[config.mk]
export PLATFORM = sky130hd
export DESIGN_NAME = spi_cmd_log
export DESIGN_NICKNAME = d
export VERILOG_FILES = /design/src/rtl/spi_cmd_log_pkg.sv /design/src/rtl/spi_cmd_log_fifo.sv /design/src/rtl/spi_cmd_log.sv
export SDC_FILE = /design/constraint.sdc
export NUM_CORES = 2
export LEC_CHECK = 0
export ABC_AREA = 1
export CAP_MARGIN = 20
export CORE_MARGIN = 1
export CORE_UTILIZATION = 55
export CTS_BUF_LIST = sky130_fd_sc_hd__clkbuf_8 sky130_fd_sc_hd__clkbuf_16
export DETAILED_ROUTE_END_ITERATION = 6
export PLACE_DENSITY_LB_ADDON = 0.3
export RECOVER_POWER = 50
export SLEW_MARGIN = 10
export SYNTH_ARGS = -nofsm -noshare
export SYNTH_HDL_FRONTEND = slang
export SYNTH_SLANG_ARGS = --single-unit
[constraint.sdc]
create_clock -name clk -period 10.03 [get_ports clk]
set_clock_uncertainty 0.15 [all_clocks]
set_input_delay 2.006 -clock clk [delete_from_list [all_inputs] [get_ports clk]]
set_output_delay 2.006 -clock clk [all_outputs]
set_load 0.1 [all_outputs]
[src/rtl/spi_cmd_log_pkg.sv]
// Shared definitions for the SPI command logger: register map, log entry layout, defaults.
package spi_cmd_log_pkg;

    // Log entry: {tick[23:0], cmd[7:0], addr[31:0], len[11:0]}, 76 bits, tick in the MSBs.
    typedef struct packed {
        logic [23:0] tick;
        logic [7:0]  cmd;
        logic [31:0] addr;
        logic [11:0] len;
    } log_entry_t;

    localparam int ENTRY_W = $bits(log_entry_t);

    localparam logic [7:0] REG_STATUS    = 8'h00;
    localparam logic [7:0] REG_HEAD_CMD  = 8'h04;
    localparam logic [7:0] REG_HEAD_ADDR = 8'h08;
    localparam logic [7:0] REG_HEAD_LEN  = 8'h0C;
    localparam logic [7:0] REG_POP       = 8'h10;
    localparam logic [7:0] REG_CTRL      = 8'h14;

    localparam int CTRL_CAPTURE_BIT = 0;
    localparam int CTRL_FLUSH_BIT   = 1;

    localparam logic [31:0] RDATA_UNMAPPED = 32'hDECAFBAD;

endpackage

[src/rtl/spi_cmd_log_fifo.sv]
// First-word-fall-through synchronous FIFO; storage uses a registered read so it maps to block RAM.
module spi_log_fifo
    import spi_cmd_log_pkg::*;
#(
    parameter int DEPTH = 16,
    parameter int WIDTH = ENTRY_W
) (
    input  logic                     clk,
    input  logic                     resetn,
    input  logic                     push,
    input  logic                     pop,
    input  logic                     flush,
    input  logic [WIDTH-1:0]         wdata,
    output logic [WIDTH-1:0]         head,
    output logic [$clog2(DEPTH):0]   level,
    output logic                     full,
    output logic                     empty
);
    localparam int AW = $clog2(DEPTH);
    localparam logic [AW:0] LEVEL_FULL = (AW + 1)'(DEPTH);

    logic [WIDTH-1:0] mem [DEPTH];
    logic [WIDTH-1:0] mem_q;
    logic [WIDTH-1:0] byp_data;
    logic             byp_sel;
    logic [AW-1:0]    wr_ptr;
    logic [AW-1:0]    rd_ptr;
    logic [AW-1:0]    rd_addr_next;
    logic             push_ok;
    logic             pop_ok;

    assign empty   = (level == '0);
    assign full    = (level == LEVEL_FULL);
    assign push_ok = push && !full && !flush;
    assign pop_ok  = pop && !empty && !flush;

    always_comb begin
        rd_addr_next = rd_ptr;
        if (flush) begin
            rd_addr_next = '0;
        end else if (pop_ok) begin
            rd_addr_next = rd_ptr + AW'(1);
        end
    end

    // The RAM read is prefetched at the next head address; a write landing on that
    // same address this cycle is forwarded through the bypass register instead.
    always_ff @(posedge clk) begin
        if (push_ok) begin
            mem[wr_ptr] <= wdata;
        end
        mem_q    <= mem[rd_addr_next];
        byp_data <= wdata;
    end

    always_ff @(posedge clk or negedge resetn) begin
        if (!resetn) begin
            wr_ptr  <= '0;
            rd_ptr  <= '0;
            level   <= '0;
            byp_sel <= 1'b0;
        end else begin
            byp_sel <= push_ok && (wr_ptr == rd_addr_next);
            rd_ptr  <= rd_addr_next;
            if (flush) begin
                wr_ptr <= '0;
                level  <= '0;
            end else begin
                if (push_ok) begin
                    wr_ptr <= wr_ptr + AW'(1);
                end
                case ({push_ok, pop_ok})
                    2'b10:   level <= level + (AW + 1)'(1);
                    2'b01:   level <= level - (AW + 1)'(1);
                    default: level <= level;
                endcase
            end
        end
    end

    assign head = byp_sel ? byp_data : mem_q;

endmodule

[src/rtl/spi_cmd_log.sv]
// SPI flash command logger: timestamps decoded commands into a FIFO that software drains over iomem.
module spi_cmd_log
    import spi_cmd_log_pkg::*;
#(
    parameter int DEPTH      = 16,
    parameter int CLK_PER_US = 16
) (
    input  logic        clk,
    input  logic        resetn,
    input  logic        spi_cmd_strobe,
    input  logic [7:0]  spi_cmd,
    input  logic [31:0] spi_addr,
    input  logic [11:0] spi_len,
    input  logic        sel,
    input  logic [7:0]  addr,
    input  logic [3:0]  wstrb,
    input  logic [31:0] wdata,
    output logic [31:0] rdata,
    output logic        ready,
    output logic        log_nonempty
);
    localparam int LW = $clog2(DEPTH) + 1;
    localparam int PW = (CLK_PER_US > 1) ? $clog2(CLK_PER_US) : 1;
    localparam logic [PW-1:0] PRESC_MAX = PW'(CLK_PER_US - 1);

    logic [PW-1:0] presc;
    logic [23:0]   tick;
    logic          capture_en;
    logic [15:0]   dropped;
    logic          blocked;
    logic          access;
    logic          ctrl_wr;
    logic          flush;
    logic          pop_req;
    logic          strobe_live;
    logic          push;
    logic          drop;
    log_entry_t    new_entry;
    log_entry_t    head_entry;
    logic [LW-1:0] fifo_level;
    logic          fifo_full;
    logic          fifo_empty;
    logic [7:0]    level8;
    logic [31:0]   rd_mux;
    logic          unused_wdata;

    always_ff @(posedge clk or negedge resetn) begin
        if (!resetn) begin
            presc <= '0;
            tick  <= '0;
        end else if (presc == PRESC_MAX) begin
            presc <= '0;
            tick  <= tick + 24'd1;
        end else begin
            presc <= presc + PW'(1);
        end
    end

    // Handshake: sel is the request and is held until ready. ready is high for exactly one
    // cycle, registered one clock after sel is seen with ready low; rdata is valid and all
    // side effects have been applied on that same edge. A sel held across reset is abandoned
    // and only a fresh sel (after sel has been low) starts a new access.
    assign access  = sel && !ready && !blocked;
    assign ctrl_wr = access && (addr == REG_CTRL) && wstrb[0];
    assign flush   = ctrl_wr && wdata[CTRL_FLUSH_BIT];
    assign pop_req = access && (addr == REG_POP) && (wstrb != 4'h0);

    assign strobe_live = spi_cmd_strobe && capture_en && !flush;
    assign push        = strobe_live && !fifo_full;
    assign drop        = strobe_live && fifo_full;

    assign new_entry = '{tick: tick, cmd: spi_cmd, addr: spi_addr, len: spi_len};

    spi_log_fifo #(
        .DEPTH (DEPTH),
        .WIDTH (ENTRY_W)
    ) u_fifo (
        .clk    (clk),
        .resetn (resetn),
        .push   (push),
        .pop    (pop_req),
        .flush  (flush),
        .wdata  (new_entry),
        .head   (head_entry),
        .level  (fifo_level),
        .full   (fifo_full),
        .empty  (fifo_empty)
    );

    // A flush write only flushes; the capture enable is changed by writes with the flush bit clear.
    always_ff @(posedge clk or negedge resetn) begin
        if (!resetn) begin
            capture_en <= 1'b1;
            dropped    <= '0;
        end else begin
            if (ctrl_wr && !wdata[CTRL_FLUSH_BIT]) begin
                capture_en <= wdata[CTRL_CAPTURE_BIT];
            end
            if (flush) begin
                dropped <= '0;
            end else if (drop && (dropped != 16'hFFFF)) begin
                dropped <= dropped + 16'd1;
            end
        end
    end

    assign level8       = 8'(fifo_level);
    assign log_nonempty = !fifo_empty;
    assign unused_wdata = ^wdata[31:2];

    always_comb begin
        rd_mux = RDATA_UNMAPPED;
        case (addr)
            REG_STATUS:    rd_mux = {dropped, 6'b0, fifo_full, fifo_empty, level8};
            REG_HEAD_CMD:  rd_mux = fifo_empty ? 32'h0 : {head_entry.tick, head_entry.cmd};
            REG_HEAD_ADDR: rd_mux = fifo_empty ? 32'h0 : head_entry.addr;
            REG_HEAD_LEN:  rd_mux = fifo_empty ? 32'h0 : {20'h0, head_entry.len};
            REG_POP:       rd_mux = 32'h0;
            REG_CTRL:      rd_mux = {31'h0, capture_en};
            default:       rd_mux = RDATA_UNMAPPED;
        endcase
    end

    always_ff @(posedge clk or negedge resetn) begin
        if (!resetn) begin
            ready   <= 1'b0;
            rdata   <= '0;
            blocked <= 1'b1;
        end else begin
            ready <= access;
            if (access) begin
                rdata <= rd_mux;
            end
            if (!sel) begin
                blocked <= 1'b0;
            end
        end
    end

endmodule

==> results.toml <==
[hold_path]
hold_depth = 2
hp-start = "blocked$_DFFE_PN1N_"
hp-class = "register to register"
hold_path_end = "blocked$_DFFE_PN1N_"

[placed_design]
hpwl_um = 80000
place_area_sq_um = 63700
gp_congestion = 0.911
io_buffers = 103

[cells_and_area]
drive_gt1_share_pct = 5.90
synthToLayoutAreaGrowth_pct = 11.8
nFillCells = 8202
nets = 5587
fin_area_sq_um = 68600
utilization_pct = 62.0

[yosys]
ys_types = 46
avgSynthCellArea_sq_um = 11.2
ys_seq_elements = 1461
syn_area_sq_um = 61300
ys_warn_count = 0
synth_edf_count = 1216
syn_inst = 5497
async_flop_share_pct = 6.37
synthFlopType = "edfxtp_1"
ys_seq_area_share_pct = 68.3
synth_fp_nets = 5607

[floorplanning]
die-area_sq_um = 113000
core_area_sq_um = 111000
rows = 122
start_util_pct = 55.4
die_y_um = 336
ios = 134
chipWidth_um = 336

[sta]
fin_crit_sh_pct = 74.7
fmax_mhz = 133
setup_viol = 0
max_slew_margin_pct = -149
rsz0062_at_grt = "no"
fin_crit_ps = 7490
fin_setup_tns_ps = 0
tightest_slew_ps = 3740
timing.final.hold_violations = 0
slew_viol_final = 125

[critical_path]
critical_path.startpoint_type = "primary input"
reg2reg_depth = 13
crit_type = "primary input to register"
cp.required_ps = 10510
reg2reg_from = "ready$_DFF_PN0_"
end_kind = "register"
rr_endpoint = "u_fifo.mem_q[71]$_DFF_P_"
r2r_slack_ps = 3930
cp_max_fo = 191
cp.arrival_ps = 7970

[clock_network]
ctsResizeCount = 0
cts.hold.buffers_added = 0
clkTransAtPathRegs_ps = 60
clkLatencyLatePin_ps = 750
cts_setup_buffers = 0
htree_levels = 4
tritoncts = "built"
cts_buffer_depth = 3
cts.sinks = 1461
cts_made_buffers = 144
root_buffer = "clkbuf_16"

[route]
vias = 41500
drc = 1
vias_per_cell = 5.86
dr.pass1.iters = 7
postRouteAntennaNets = 0
wl_per_cell_um = 22.6
drt_iter0_drc = 5076
drt_wl_total_um = 160000

[pwr]
vdd_drop_max_mv = 0.182
swShare_pct = 21.0
leakagePower_nw = 27.4
p_int_w = 0.00997
p_sw_w = 0.00265
combinationalPowerShare_pct = 4.2
pwr-share-seq_pct = 52.3
clockPowerShare_pct = 43.5
power_density_nw_per_um2 = 184

[global_routing]
track_usage_pct = 28.4
grt_pass1_vias = 39700
grt_max_degree = 218
grt_overflow = 0
antenna_found_initial = 5
grt_pass1_wl_um = 240000

[status]
status = "complete, but fails checks"
failed_checks = "DRC, capacitance limit, slew limit"

[run]
cap_violations = 3
==> registers in the layout, summed over array words and instances, names as in the netlist, 4 cells and up <==
name,flops
u_fifo.byp_data,76
rdata,32
u_fifo.mem_q,76
presc,4
u_fifo.level,5
dropped,16
tick,24
u_fifo.rd_ptr,4
u_fifo.mem,1216
u_fifo.wr_ptr,4
==> critical path, cell delays in order <==
cell and delay, ps:
dlygate4sd3_1 540, inv_1 80, nor3_4 100, clkbuf_1 1270, nand2_1 250, nor2_2 290
nand2_2 180, nand2_4 570, buf_12 530, buf_4 950, nand3b_1 200, nand3_1 140
nand3_1 90, nand3_1 100, nand2_1 70
==> layer usage <==
| layer | global-route usage [%] | vias up | part of all wire (%) |
|---|---|---|---|
| li1 | - | 18800 | - |
| met1 | 38.1 | 20300 | 40 |
| met2 | 45.7 | 2105 | 46 |
| met3 | 6.10 | 377 | 10 |
| met4 | 10.8 | 2 | 3.6 |
| met5 | 0 | - | 0.0087 |
==> cell usage in the layout, fill, tap and decap left out, types with 6 or more instances in the layout <==
cell and n:
o21a_1 9, buf_12 18, o32ai_1 11, xnor2_1 14, dfxtp_1 152, dfrtp_1 90
nor3_1 11, nand4_1 18, clkinv_1 12, buf_4 46, clkdlybuf4s50_1 49, nor2_4 17
o22ai_1 6, nand3b_1 535, clkinv_2 28, bufinv_16 15, mux2i_1 14, nand2_1 1182
ha_1 10, dlygate4sd3_1 53, clkbuf_16 151, clkbuf_8 19, nand3_1 1053, edfxtp_1 1216
or2_2 7, inv_1 640, a21oi_1 28, o21ai_0 31, nor2_1 82, o311ai_0 6
xor2_1 21
==> worst max-delay path by stage <==
stage / startpoint / endpoint / cells after the start
after floorplan: addr[2] / u_fifo.mem[11][0]$_DFFE_PP_ / 9
after global placement: sel / u_fifo.mem_q[26]$_DFF_P_ / 16
after detailed placement: sel / u_fifo.mem_q[57]$_DFF_P_ / 16
after CTS: sel / u_fifo.mem_q[57]$_DFF_P_ / 16
after global routing: resetn / u_fifo.byp_sel$_DFF_PN0_ / 2
final: sel / u_fifo.mem_q[71]$_DFF_P_ / 15
==> cell type report <==
class                           count  area, sq um  share of cell area [%]
Clock buffer                      170         4040                    5.89
Multi-Input combinational cell   3085        15800                    23.1
Sequential cell                  1461        41900                    61.1
Clock inverter                     96          837                    1.22
Inverter                          615         2330                    3.39
Tap cell                         1488         1860                    2.72
Timing Repair Buffer              170         1770                    2.57
Antenna cell                        5         12.5                  0.0182
==> metrics by stage <==
step	worst slack, ps	instances	hold WS [ps]	power (W)
floorplan	3130	5497	305	0.00705
global placement	2970	6816	318	0.00724
detailed placement	2860	6818	319	0.00725
CTS	3640	7084	335	0.0127
global route	2070	7086	351	0.0130
finish	2540	7090	332	0.0126
==> power by group through the flow <==
stage	combinational [W]	clock (W)	sequential (W)
final	0.000528	0.00549	0.00660
after global routing	0.000579	0.00577	0.00660
after CTS	0.000527	0.00553	0.00660
after detailed placement	0.000524	0	0.00673
after global placement	0.000511	0	0.00673
after floorplan	0.000289	0	0.00676
==> cell families (layout without fill, tap and decap cells) <==
family / count (synthesis) / count (layout) / synth area share (%)
compound gates: 106 / 106 / 1.09
xor+xnor: 35 / 35 / 0.500
other cells: 0 / 5 / 0
simple gates: 2920 / 2920 / 23.5
mux: 14 / 14 / 0.229
flops: 1461 / 1461 / 68.3
buf+inv: 951 / 1051 / 6.15
fa+ha+maj: 10 / 10 / 0.204
==> cells in the mapped netlist, types with 7 or more instances <==
cell type  count  share of area [%]
nand3b_1     535                6.5
nand4_1       18               0.18
ha_1          10               0.20
dfxtp_1      152                5.0
xnor2_1       14               0.20
a21oi_1       28               0.23
buf_2        155                1.3
or2_2          7              0.071
dfrtp_1       91                3.7
nand3_1     1055                8.6
clkbuf_1     133               0.81
nor3_1        11              0.090
mux2i_1       14               0.23
buf_1         47               0.29
nand2_1     1183                7.2
o21a_1         9               0.11
edfxtp_1    1216                 60
o21ai_0       31               0.25
nor2_1        98               0.60
o32ai_1       11               0.16
xor2_1        21               0.30
inv_1        607                3.7
No activity file was read; power rests on OpenSTA's default activity.
==> patch: new RTL, same flow settings <==
Set the parameter `CLK_PER_US` to 8 (it was 16).
--- a/src/rtl/spi_cmd_log.sv
+++ b/src/rtl/spi_cmd_log.sv
@@ -4,5 +4,5 @@
 #(
     parameter int DEPTH      = 16,
-    parameter int CLK_PER_US = 16
+    parameter int CLK_PER_US = 8
 ) (
     input  logic        clk,
Check against the original RTL: same outputs for any inputs over 4 cycles, from zero or initial values and one cycle with resetn low; that may be too few to reach the edited logic, so the function may still have changed.
==> patch against the unedited design <==
- sequential cell count is 1 lower
- the flow finishes with violations (capacitance limit, slew limit)
- setup slack worse by 0.040 ns
- first-iteration DRC count is 1.7% higher
- critical path type unchanged
- register-to-register slack worse by 0.03 ns
- synthesized cell count is 1.1% higher
- synthesized area is 0.42% higher
- routed wire length is 2.4% higher
- global-route usage is 0.43 points higher
- critical path depth is 3 lower
- design area hardly changed
- power is 0.27% lower
- fmax is 0.53% lower
- count of clock-buffer cells in the layout is 1 lower
- combinational power is 17% higher
==> patch: results (changes against the unedited design) <==
Synthesis
  • Cells after synthesis: 5560 (was 5497)
  • Post-synth ARST share: 0.06301 (was 0.06366)
  • Synth area leaders: edfxtp_1, nand3_1, nand2_1 (unchanged)
  • Post-synthesis cell type count: 50 (was 46)
  • Synth Area in XOR/XNOR: 0.004267 (was 0.004999)
  • Top cells by instance count after synthesis: edfxtp_1, nand3_1, nand2_1, inv_1, nand3b_1 (was edfxtp_1, nand2_1, nand3_1, inv_1, nand3b_1)

Global route
  • Initial antenna violation count: 7 (was 5)
  • Vias in the first global route: 39080 (was 39660)
  • First-pass GRT wire length: 243000 µm (was 240000 µm)
  • M1 GR Usage: 0.3968 (was 0.3809)
  • Largest net degree at the start of global routing: 184 (was 218)

Power
  • NetSw: 2.717 mW (was 2.650 mW)
  • Worst VDD drop: 0.1891 mV (was 0.1815 mV)
  • Power, Total: 12.59 mW (was 12.62 mW)

Routing
  • Vias per cell: 5.785 (was 5.859)
  • Drt first-iter violations: 5160 (was 5076)
  • WL/cell: 22.90 µm (was 22.60 µm)
  • Post-route met1 wirelength: 66210 µm (was 63550 µm)

Layout
  • Fraction of standard cell area in multi-input logic: 0.2225 (was 0.2309)
  • Layout cells sized above 1: 0.05655 (was 0.05896)
  • Multi-input gates: 2940 (was 3085)
  • Register area: 41870 µm² (was 41890 µm²)
  • Core Util, Final: 0.6190 (was 0.6196)
  • FILL cells: 8453 (was 8202)

STA
  • Worst-Margin Slew: 4.130 ns (was 3.738 ns)
  • Final-report max-slew violation count: 103 (was 125)

Outcome
  • Status: finished, violations left (unchanged)
  • Failing checks: capacitance limit, slew limit (was DRC, capacitance limit, slew limit)

Clock network
  • Clock latency on the worst-skew pair: 0.77 ns (was 0.75 ns)

Flow run
  • Max cap viols: 2 (was 3)
-- patch: worst paths after layout --
kind,cells past startpoint,slack (ns),from,end
worst max-delay path,12,2.50,sel,u_fifo.mem_q[47]$_DFF_P_
min in group asynchronous,1,1.44,resetn,tick[16]$_DFFE_PN0P_
worst max register to register,10,3.90,ready$_DFF_PN0_,u_fifo.mem_q[47]$_DFF_P_
max in group asynchronous,2,3.12,resetn,u_fifo.byp_sel$_DFF_PN0_
worst min-delay path,1,0.28,presc[0]$_DFF_PN0_,presc[0]$_DFF_PN0_
worst min register to register,1,0.28,presc[0]$_DFF_PN0_,presc[0]$_DFF_PN0_
-- patch: cell families (layout without fill, tap and decap cells) --
group	count (synthesis)	after routing
xor gates and xnor gates	30	30
and+or+nand+nor	2724	2724
adders and majority gates	11	11
AOI/OAI and AO/OA	134	134
buffers and inverters	1160	1276
other	0	5
DFF	1460	1460
muxes	41	41
